## src/rtl/muldiv_sequencer_if.sv

```systemverilog
`default_nettype none
// ============================================================================
// Module   : muldiv_sequencer_if
// Purpose  : Handshake and operand bundle between the execute stage and the
//            iterative RV32M multiply/divide sequencer.
// Ports    : master - execute-stage side (drives request, sees result/stall)
//            slave  - sequencer side (sees request, drives result/stall)
//            start_i/funct3_i/op_a_i/op_b_i/rd_i : operation request
//            flush_i      : kill the in-flight operation
//            next_ready_i : downstream accepts the result
//            stall_o/busy_o/valid_o/result_o/rd_o : status and result
// Revision : 1.0 - initial release
// ============================================================================
interface muldiv_sequencer_if;
  logic        start_i;
  logic [2:0]  funct3_i;
  logic [31:0] op_a_i;
  logic [31:0] op_b_i;
  logic [4:0]  rd_i;
  logic        flush_i;
  logic        next_ready_i;
  logic        stall_o;
  logic        busy_o;
  logic        valid_o;
  logic [31:0] result_o;
  logic [4:0]  rd_o;

  modport master (
    output start_i, funct3_i, op_a_i, op_b_i, rd_i, flush_i, next_ready_i,
    input  stall_o, busy_o, valid_o, result_o, rd_o
  );

  modport slave (
    input  start_i, funct3_i, op_a_i, op_b_i, rd_i, flush_i, next_ready_i,
    output stall_o, busy_o, valid_o, result_o, rd_o
  );
endinterface
`default_nettype wire

```

## src/rtl/muldiv_sequencer.sv

```systemverilog
`default_nettype none
// ============================================================================
// Module   : muldiv_sequencer
// Purpose  : Iterative RV32M multiply/divide unit. One radix-2 step per cycle
//            on operand magnitudes (shift-add multiply, restoring divide),
//            sign correction on the final step, result held until accepted.
// Ports    : clk   - clock, rising edge
//            reset - asynchronous, active-high
//            bus   - muldiv_sequencer_if.slave (request, flush, result)
// Params   : FAST_SPECIAL - 1: divide-by-zero and signed overflow finish
//            directly from IDLE without iterating
// Revision : 1.0 - initial release
// ============================================================================
module muldiv_sequencer #(
  parameter int FAST_SPECIAL = 1
) (
  input  wire logic          clk,
  input  wire logic          reset,
  muldiv_sequencer_if.slave  bus
);

  typedef enum logic [1:0] {
    IDLE = 2'd0,
    BUSY = 2'd1,
    DONE = 2'd2
  } state_t;

  state_t      state;
  logic [4:0]  cnt;
  logic [2:0]  f3;
  logic [4:0]  tag;
  logic [63:0] acc;      // mul: {partial product, multiplier}; div: {remainder, quotient}
  logic [31:0] opnd;     // multiplicand / divisor magnitude
  logic        neg_q;    // negate product or quotient at the end
  logic        neg_r;    // negate remainder at the end
  logic [31:0] result;
  logic [4:0]  rd;
  logic        valid;
  logic        busy;

  // ---------------------------------------------------------------- request decode
  logic        sign_a;
  logic        sign_b;
  logic [31:0] mag_a;
  logic [31:0] mag_b;
  logic        div_zero;
  logic        div_ovf;
  logic        special;
  logic [31:0] special_result;

  always_comb begin
    // MULH, MULHSU, DIV, REM treat rs1 as signed; only MULH, DIV, REM treat rs2 as signed
    sign_a   = bus.op_a_i[31] & ((bus.funct3_i == 3'b001) | (bus.funct3_i == 3'b010) |
                                 (bus.funct3_i == 3'b100) | (bus.funct3_i == 3'b110));
    sign_b   = bus.op_b_i[31] & ((bus.funct3_i == 3'b001) | (bus.funct3_i == 3'b100) |
                                 (bus.funct3_i == 3'b110));
    mag_a    = sign_a ? (32'd0 - bus.op_a_i) : bus.op_a_i;
    mag_b    = sign_b ? (32'd0 - bus.op_b_i) : bus.op_b_i;
    div_zero = bus.funct3_i[2] & (bus.op_b_i == 32'd0);
    div_ovf  = bus.funct3_i[2] & ~bus.funct3_i[0] &
               (bus.op_a_i == 32'h8000_0000) & (bus.op_b_i == 32'hFFFF_FFFF);
    special  = (FAST_SPECIAL != 0) & (div_zero | div_ovf);
    if (bus.funct3_i[1])
      special_result = div_zero ? bus.op_a_i : 32'd0;
    else
      special_result = div_zero ? 32'hFFFF_FFFF : 32'h8000_0000;
  end

  // ---------------------------------------------------------------- datapath step
  logic [32:0] mul_sum;
  logic [32:0] div_trial;
  logic [63:0] step_next;
  logic [63:0] prod_fix;
  logic [31:0] quo_fix;
  logic [31:0] rem_fix;
  logic [31:0] final_result;

  always_comb begin
    mul_sum   = {1'b0, acc[63:32]} + (acc[0] ? {1'b0, opnd} : 33'd0);
    div_trial = acc[63:31] - {1'b0, opnd};
    if (f3[2])
      step_next = div_trial[32] ? {acc[62:0], 1'b0}
                                : {div_trial[31:0], acc[30:0], 1'b1};
    else
      step_next = {mul_sum, acc[31:1]};

    // sign correction applied to the outcome of the last step
    prod_fix = neg_q ? (64'd0 - step_next) : step_next;
    quo_fix  = neg_q ? (32'd0 - step_next[31:0])  : step_next[31:0];
    rem_fix  = neg_r ? (32'd0 - step_next[63:32]) : step_next[63:32];

    if (f3[2])
      final_result = f3[1] ? rem_fix : quo_fix;
    else
      final_result = (f3[1:0] == 2'b00) ? prod_fix[31:0] : prod_fix[63:32];
  end

  // ---------------------------------------------------------------- control FSM
  always_ff @(posedge clk or posedge reset) begin
    if (reset) begin
      state  <= IDLE;
      cnt    <= 5'd0;
      f3     <= 3'd0;
      tag    <= 5'd0;
      acc    <= 64'd0;
      opnd   <= 32'd0;
      neg_q  <= 1'b0;
      neg_r  <= 1'b0;
      result <= 32'd0;
      rd     <= 5'd0;
      valid  <= 1'b0;
      busy   <= 1'b0;
    end else if (bus.flush_i) begin
      state <= IDLE;
      valid <= 1'b0;
      busy  <= 1'b0;
    end else begin
      case (state)
        IDLE: begin
          if (bus.start_i) begin
            f3   <= bus.funct3_i;
            tag  <= bus.rd_i;
            busy <= 1'b1;
            if (special) begin
              result <= special_result;
              rd     <= bus.rd_i;
              valid  <= 1'b1;
              state  <= DONE;
            end else begin
              acc   <= {32'd0, mag_a};
              opnd  <= mag_b;
              cnt   <= 5'd31;
              // a zero divisor keeps the all-ones quotient unsigned
              neg_q <= bus.funct3_i[2] ? ((sign_a ^ sign_b) & (bus.op_b_i != 32'd0))
                                       : (sign_a ^ sign_b);
              neg_r <= sign_a;
              state <= BUSY;
            end
          end
        end
        BUSY: begin
          acc <= step_next;
          cnt <= cnt - 5'd1;
          if (cnt == 5'd0) begin
            result <= final_result;
            rd     <= tag;
            valid  <= 1'b1;
            state  <= DONE;
          end
        end
        DONE: begin
          if (bus.next_ready_i) begin
            valid <= 1'b0;
            busy  <= 1'b0;
            state <= IDLE;
          end
        end
        default: begin
          valid <= 1'b0;
          busy  <= 1'b0;
          state <= IDLE;
        end
      endcase
    end
  end

  assign bus.stall_o  = ((state == IDLE) & bus.start_i & ~bus.flush_i) |
                        (state == BUSY) |
                        ((state == DONE) & ~bus.next_ready_i);
  assign bus.busy_o   = busy;
  assign bus.valid_o  = valid;
  assign bus.result_o = result;
  assign bus.rd_o     = rd;

endmodule
`default_nettype wire

```

## src/flat_wrapper.sv

```systemverilog
// flat-port wrapper written by rule: the top's interface ports become plain ports
module muldiv_sequencer_flat 
#(
  parameter int FAST_SPECIAL = 1
)
  (clk, reset, bus_start_i, bus_funct3_i, bus_op_a_i, bus_op_b_i, bus_rd_i, bus_flush_i, bus_next_ready_i, bus_stall_o, bus_busy_o, bus_valid_o, bus_result_o, bus_rd_o);
  muldiv_sequencer_if bus_i ();
  input  wire logic clk;
  input  wire logic reset;
  input wire logic [$bits(bus_i.start_i)-1:0] bus_start_i;
  input wire logic [$bits(bus_i.funct3_i)-1:0] bus_funct3_i;
  input wire logic [$bits(bus_i.op_a_i)-1:0] bus_op_a_i;
  input wire logic [$bits(bus_i.op_b_i)-1:0] bus_op_b_i;
  input wire logic [$bits(bus_i.rd_i)-1:0] bus_rd_i;
  input wire logic [$bits(bus_i.flush_i)-1:0] bus_flush_i;
  input wire logic [$bits(bus_i.next_ready_i)-1:0] bus_next_ready_i;
  output wire logic [$bits(bus_i.stall_o)-1:0] bus_stall_o;
  output wire logic [$bits(bus_i.busy_o)-1:0] bus_busy_o;
  output wire logic [$bits(bus_i.valid_o)-1:0] bus_valid_o;
  output wire logic [$bits(bus_i.result_o)-1:0] bus_result_o;
  output wire logic [$bits(bus_i.rd_o)-1:0] bus_rd_o;
  assign bus_i.start_i = bus_start_i;
  assign bus_i.funct3_i = bus_funct3_i;
  assign bus_i.op_a_i = bus_op_a_i;
  assign bus_i.op_b_i = bus_op_b_i;
  assign bus_i.rd_i = bus_rd_i;
  assign bus_i.flush_i = bus_flush_i;
  assign bus_i.next_ready_i = bus_next_ready_i;
  assign bus_stall_o = bus_i.stall_o;
  assign bus_busy_o = bus_i.busy_o;
  assign bus_valid_o = bus_i.valid_o;
  assign bus_result_o = bus_i.result_o;
  assign bus_rd_o = bus_i.rd_o;
  muldiv_sequencer #(.FAST_SPECIAL(FAST_SPECIAL)) u_core (.clk(clk), .reset(reset), .bus(bus_i));
endmodule
```

## config.mk

```make
export PLATFORM = sky130hd
export DESIGN_NAME = muldiv_sequencer_flat
export DESIGN_NICKNAME = d
export VERILOG_FILES = /design/src/rtl/muldiv_sequencer_if.sv /design/src/rtl/muldiv_sequencer.sv /design/src/flat_wrapper.sv
export SDC_FILE = /design/constraint.sdc
export NUM_CORES = 1
export LEC_CHECK = 0
export BUFFER_PORTS_ARGS = -buffer_cell sky130_fd_sc_hd__buf_2
export CELL_PAD_IN_SITES_DETAIL_PLACEMENT = 1
export CELL_PAD_IN_SITES_GLOBAL_PLACEMENT = 2
export CORE_UTILIZATION = 37
export CTS_CLUSTER_DIAMETER = 150
export DETAILED_ROUTE_END_ITERATION = 12
export PLACE_DENSITY = 0.95
export RECOVER_POWER = 100
export SYNTH_ARGS = -nofsm -noshare
export SYNTH_HDL_FRONTEND = slang
export SYNTH_SLANG_ARGS = --single-unit
```

## constraint.sdc

```tcl
create_clock -name clk -period 7.5 [get_ports clk]
set_input_delay 1.125 -clock clk [delete_from_list [all_inputs] [get_ports clk]]
set_output_delay 1.125 -clock clk [all_outputs]
set_load 0.005 [all_outputs]
```

Word level (Yosys, flattened, before mapping)
Cells that the tools add are included.

word-level totals
  register bits after elaboration = 152
  input bits = 77
  output and inout port bits = 40

operators by class
  $add $sub $neg = 8
  equality and inequality tests = 17
  reduce and logical (&&, ||, !) cells = 13
  multiplexer cells = 44
  bitwise operators = 23

operators by type and width
  kind                                                                  count
  32-bit two-way mux                                                    13
  64-bit two-way mux                                                    5
  64-bit case mux with 2 select lines                                   1
  1-bit by 32-bit subtractor with 32-bit output (first input constant)  4
  32-bit equality test (second input constant)                          2
  32-bit case mux with 2 select lines                                   1
  1-bit by 64-bit subtractor with 64-bit output (first input constant)  1
  32-bit by 33-bit adder with 33-bit output                             1
  33-bit by 32-bit subtractor with 33-bit output                        1
  32-bit logical NOT                                                    1
  32-bit nonzero test                                                   1
  31-bit two-way mux                                                    1
  5-bit two-way mux                                                     5
  5-bit case mux with 2 select lines                                    2
  4-bit AND reduction                                                   3
  1-bit bitwise AND                                                     10
  2-bit two-way mux                                                     5
  3-bit AND reduction                                                   3
  1-bit two-way mux                                                     8
  1-bit OR                                                              8
  3-bit equality test (second input constant)                           2
  2-bit != test (second input constant)                                 3
  3-bit by 2-bit != test with 1-bit output (second input constant)      2
  3-bit != test (second input constant)                                 2
  14 further kinds                                                      20

Logic depth before layout (Yosys ltp)
  depth in word-level cells = 9
  mapped depth = 26

Worst setup path before layout
No wires, ideal clock.

  path type = flip-flop to flip-flop
  start point = register u_core.f3[2]
  end point = register u_core.result[22] (netlist: u_core.bus.result_o[22])
  period minus slack after synthesis = 5.491 ns
  stages on the path, launching flop included = 24
  arrival = 5.341 ns
  library setup time = 0.151 ns
  data required time = 7.349 ns
  slack = 2.009 ns
  cell sequence = dfrtp_1 > buf_2 > buf_2 > buf_2 > buf_2 > buf_2 > buf_2 > buf_2 > buf_1 > buf_1 > mux2i_1 > ha_1 > o211ai_1 > nor3_1 > nand2_1 > or2_2 > or2_2 > clkbuf_1 > or2_1 > clkbuf_1 > o41ai_2 > xor2_1 > o211ai_1 > a41oi_1

on the way
  longest elaborated chain between the ends = 7

ends and longest elaborated chain
  what                                                                   RTL line                                        RTL
  from (decl)                                                            muldiv_sequencer.sv:30                          logic [2:0] f3;
  from (signal assigned)                                                 muldiv_sequencer.sv:121                         f3 <= bus.funct3_i;
  64-bit two-way mux                                                     muldiv_sequencer.sv:81                          if (f3[2])
  1-bit by 64-bit subtractor with 64-bit output (tied with other cells)  muldiv_sequencer.sv:88                          prod_fix = neg_q ? (64'd0 - step_next) : step_next;
  64-bit two-way mux (tied with other cells)                             muldiv_sequencer.sv:88
  32-bit two-way mux (on tied branches)                                  muldiv_sequencer.sv:95, muldiv_sequencer.sv:93
  32-bit two-way mux (*)                                                 muldiv_sequencer.sv:92                          if (f3[2])
  32-bit two-way mux (*)                                                 muldiv_sequencer.sv:144                         if (cnt == 5'd0) begin
  32-bit case mux with 2 select lines (*)                                muldiv_sequencer.sv:118                         case (state)
  to (signal assigned)                                                   muldiv_sequencer.sv:125                         result <= special_result;
  to (signal assigned)                                                   muldiv_sequencer.sv:145                         result <= final_result;
  to (decl)                                                              muldiv_sequencer.sv:36                          logic [31:0] result;

Mark *: on every way between the ends. The rest lies on a longest branch, timed or not. The select of a mux whose other input is x is not followed.
A chain may end at the register's enable or synchronous reset.

Final worst setup path
  start point = input bus_op_a_i[22]
  end point = register u_core.result[20] (netlist: u_core.bus.result_o[20])

on the way
  longest elaborated chain between the ends = 6

ends and longest elaborated chain
  what                                                RTL line                RTL
  from (decl)                                         flat_wrapper.sv:12      input wire logic [$bits(bus_i.op_a_i)-1:0] bus_op_a_i;
  32-bit equality test                                muldiv_sequencer.sv:61  (bus.op_a_i == 32'h8000_0000) & (bus.op_b_i == 32'hFFFF_FFFF);
  1-bit bitwise AND                                   muldiv_sequencer.sv:60  div_ovf = bus.funct3_i[2] & ~bus.funct3_i[0] &
  1-bit bitwise AND                                   muldiv_sequencer.sv:61
  1-bit OR                                            muldiv_sequencer.sv:62  special = (FAST_SPECIAL != 0) & (div_zero | div_ovf);
  2-bit by 1-bit != test with 1-bit output (no line)  --
  5-bit AND reduction (no line)                       --

No other way between the ends.

==> qor.yml <==
ir_worst_vdd_mv: 0.224
hp-class: "reg -> reg"
cts.clk_slew.worst_paths_ns: 0.07
syn-num-nets: 2294
critical_path_class: "in -> reg"
hold_viol_final: 0
tritoncts: "yes"
core_area_sq_mm: 0.0431
clk_path_buf_depth: 2
io_pins: 117
cellPowerDensity_mw_per_mm2: 328
ys_async_sr_fraction_pct: 100
synth_area_leaders: "dfrtp_1 (24%), o21ai_0 (8.3%), nand2_1 (5.7%)"
path_max_fanout: 39
synth_flop_cell: "dfrtp_1"
final_nets: 2351
dpl.hpwl_um: 55600
worstSetupEndpointType: "flop"
netlist.area_leader.share_pct: 23.6
holdPathStages: 1
numCtsBuffers: 17
maxCapViolations: 6
drt_iter0_drc: 1706
drc: 0
clkLatencyLatePin_ns: 0.46
synth_seq_area_share_pct: 23.6
combPwrFrac_pct: 64.8
power.clock.fraction_pct: 14.3
p_leak_nw: 7.05
vias: 18000
violations: "max-capacitance violations, max-slew violations"
rows: 76
multi_input_area_sq_mm: 0.0116
final.setup.tns_ns: 0
fill_cells: 5416
grt-ovfl-total: 0
post-route-min-period_ns: 6.58
ff2ff_setup_slack_ns: 0.95
gp_congestion: 1.01
post_cts_buffers: 0
seq_area_sq_mm: 0.00381
avgViaCountPerCell: 6.44
whs_ns: 0.496
ctsResizeCount: 0
die_h_um: 211
ys_seq_elements: 152
grt_pass1_wl_um: 111000
skew_ns: 0.0188
worstSetupStartpointType: "primary input"
avgSynthCellArea_sq_um: 7.53
syn_area_sq_mm: 0.0161
max_freq_ghz: 0.152
drive_above_1_share_pct: 9.58
antenna_left: 0
slew_headroom_pct: -169
htree_levels: 4
r2r_end: "u_core.bus.result_o[22]$_DFFE_PP0P_"
synth-edff-count: 0
port_buffers: 116
root_buffer: "clkbuf_16"
antenna_found_initial: 0
syn-instance-count: 2144
crit_arrival_ns: 6.92
crit_required_ns: 7.84
drtPass1Iterations: 5
synth_warnings: 0
min_from: "u_core.bus.valid_o$_DFFE_PP0P_"
dieArea_sq_mm: 0.0445
hold_end: "u_core.bus.valid_o$_DFFE_PP0P_"
worst_slew_pin_slew_ns: 4.01
synthTopCellsByCount: "o21ai_0 (268), nand2_1 (245), nor2_1 (172), dfrtp_1 (152), a21oi_1 (134)"
die-width_um: 211
switchingPower_mw: 3.14
synth_most_common_cell: "o21ai_0"
synth_top_area_cell: "dfrtp_1"
power_frac_seq_pct: 20.9
netSwitchingFraction_pct: 53.9
grt.total_usage_pct: 32.6
drv_slew: 319
yosysUniqueCellTypes: 93
fin_crit_sh_pct: 87.8
rr_worst_depth: 22
finalSetupViolations: 0
start_util_pct: 37.5
r2r-start: "u_core.acc[31]$_DFFE_PP0P_"
clkSinkCount: 152
grt_pass1_vias: 18100
grt_max_degree: 83
wl_per_cell_um: 25.8
status: "finished, violations left"
area_growth_pct: 10.0
wl_um: 72100
rsz0062_at_grt: "false"
p_int_mw: 2.69
postCtsHoldBufs: 0
layer usage:
metal / routed length [um] / vias up / track usage, %
met3: 5860 / 141 / 7.03
met4: 3040 / 0 / 13.9
met2: 31800 / 777 / 50.0
met5: 0 / - / 0
li1: - / 8037 / -
met1: 31400 / 9074 / 43.9
power groups by stage:
stage	Clock, mW	Combinational [mW]	Sequential (mW)
2_1_floorplan	0	2.50	1.11
3_3_place_gp	0	3.57	1.21
3_5_place_dp	0	3.65	1.22
4_1_cts	0.841	3.68	1.21
5_1_grt	0.868	4.03	1.24
6_report	0.836	3.78	1.22
cell families after synthesis:
logic type,synth area share (%)
mux,4.30
compound gates,30.1
xor+xnor,8.95
flops,23.6
fa+ha+maj,5.75
simple gates,22.8
buf+inv,4.59
layout make-up:
type | instances | area share (%)
multi-input combinational | 1805 | 65.3
sequential | 152 | 21.4
timing repair buffer | 161 | 4.75
tap | 585 | 4.12
clock buffer | 21 | 2.54
inverter | 64 | 1.36
clock inverter | 11 | 0.437
antenna | 2 | 0.0282
worst max-delay path, stage by stage:
cell	delay [ns]
clkbuf_1	0.18
or4_1	0.64
or3_1	0.39
or3_1	0.35
or3_1	0.44
nor2_1	0.12
nor2_1	0.08
nor2b_1	0.16
nand2b_1	0.08
a211oi_1	0.69
clkbuf_1	1.55
o211ai_1	0.65
a21oi_1	0.35
a21oi_1	0.10
how the worst max path moves through the flow:
stage / end / slack, ns / depth (start not counted) / start
final: u_core.bus.result_o[20]$_DFFE_PP0P_ / 0.92 / 14 / bus_op_a_i[22]
after global routing: u_core.bus.result_o[22]$_DFFE_PP0P_ / 0.46 / 22 / u_core.acc[31]$_DFFE_PP0P_
after CTS: u_core.bus.result_o[22]$_DFFE_PP0P_ / 1.52 / 22 / u_core.acc[31]$_DFFE_PP0P_
after detailed placement: u_core.bus.result_o[24]$_DFFE_PP0P_ / 1.56 / 19 / u_core.acc[31]$_DFFE_PP0P_
after global placement: u_core.bus.result_o[29]$_DFFE_PP0P_ / 1.70 / 16 / u_core.acc[0]$_DFFE_PP0P_
after floorplan: u_core.bus.result_o[22]$_DFFE_PP0P_ / 2.01 / 23 / u_core.f3[2]$_DFFE_PP0P_
registers in the layout, summed over array words and instances, names as in the netlist:
signal and count:
u_core.f3 3, u_core.bus.valid_o 1, u_core.tag 5, u_core.state 2
u_core.bus.result_o 32, u_core.bus.rd_o 5, u_core.cnt 5, u_core.acc 64
u_core.opnd 32, u_core.neg_q 1, u_core.neg_r 1, u_core.bus.busy_o 1
stage by stage:
step | util, % | worst slack, ns | instance area (sq um) | total power [mW] | std cells
after floorplan | - | 2.01 | 16100 | 3.61 | 2144
after global placement | 40.3 | 1.70 | 17400 | 4.78 | 2767
after detailed placement | 40.3 | 1.56 | 17400 | 4.87 | 2767
after CTS | 41.5 | 1.52 | 17900 | 5.73 | 2799
after global routing | 41.2 | 0.463 | 17800 | 6.13 | 2799
final | 41.2 | 0.916 | 17800 | 5.83 | 2801
cell usage in the layout, fill, tap and decap left out, types with 48 or more instances in the layout:
master,n
inv_1,61
o21ai_0,268
nor2_1,171
buf_2,80
xnor2_1,81
xor2_1,84
mux2i_1,48
ha_1,71
nor3_1,58
a21oi_1,134
dfrtp_1,151
nand2_1,244
Note: power is estimated with default switching activity, not from simulation.
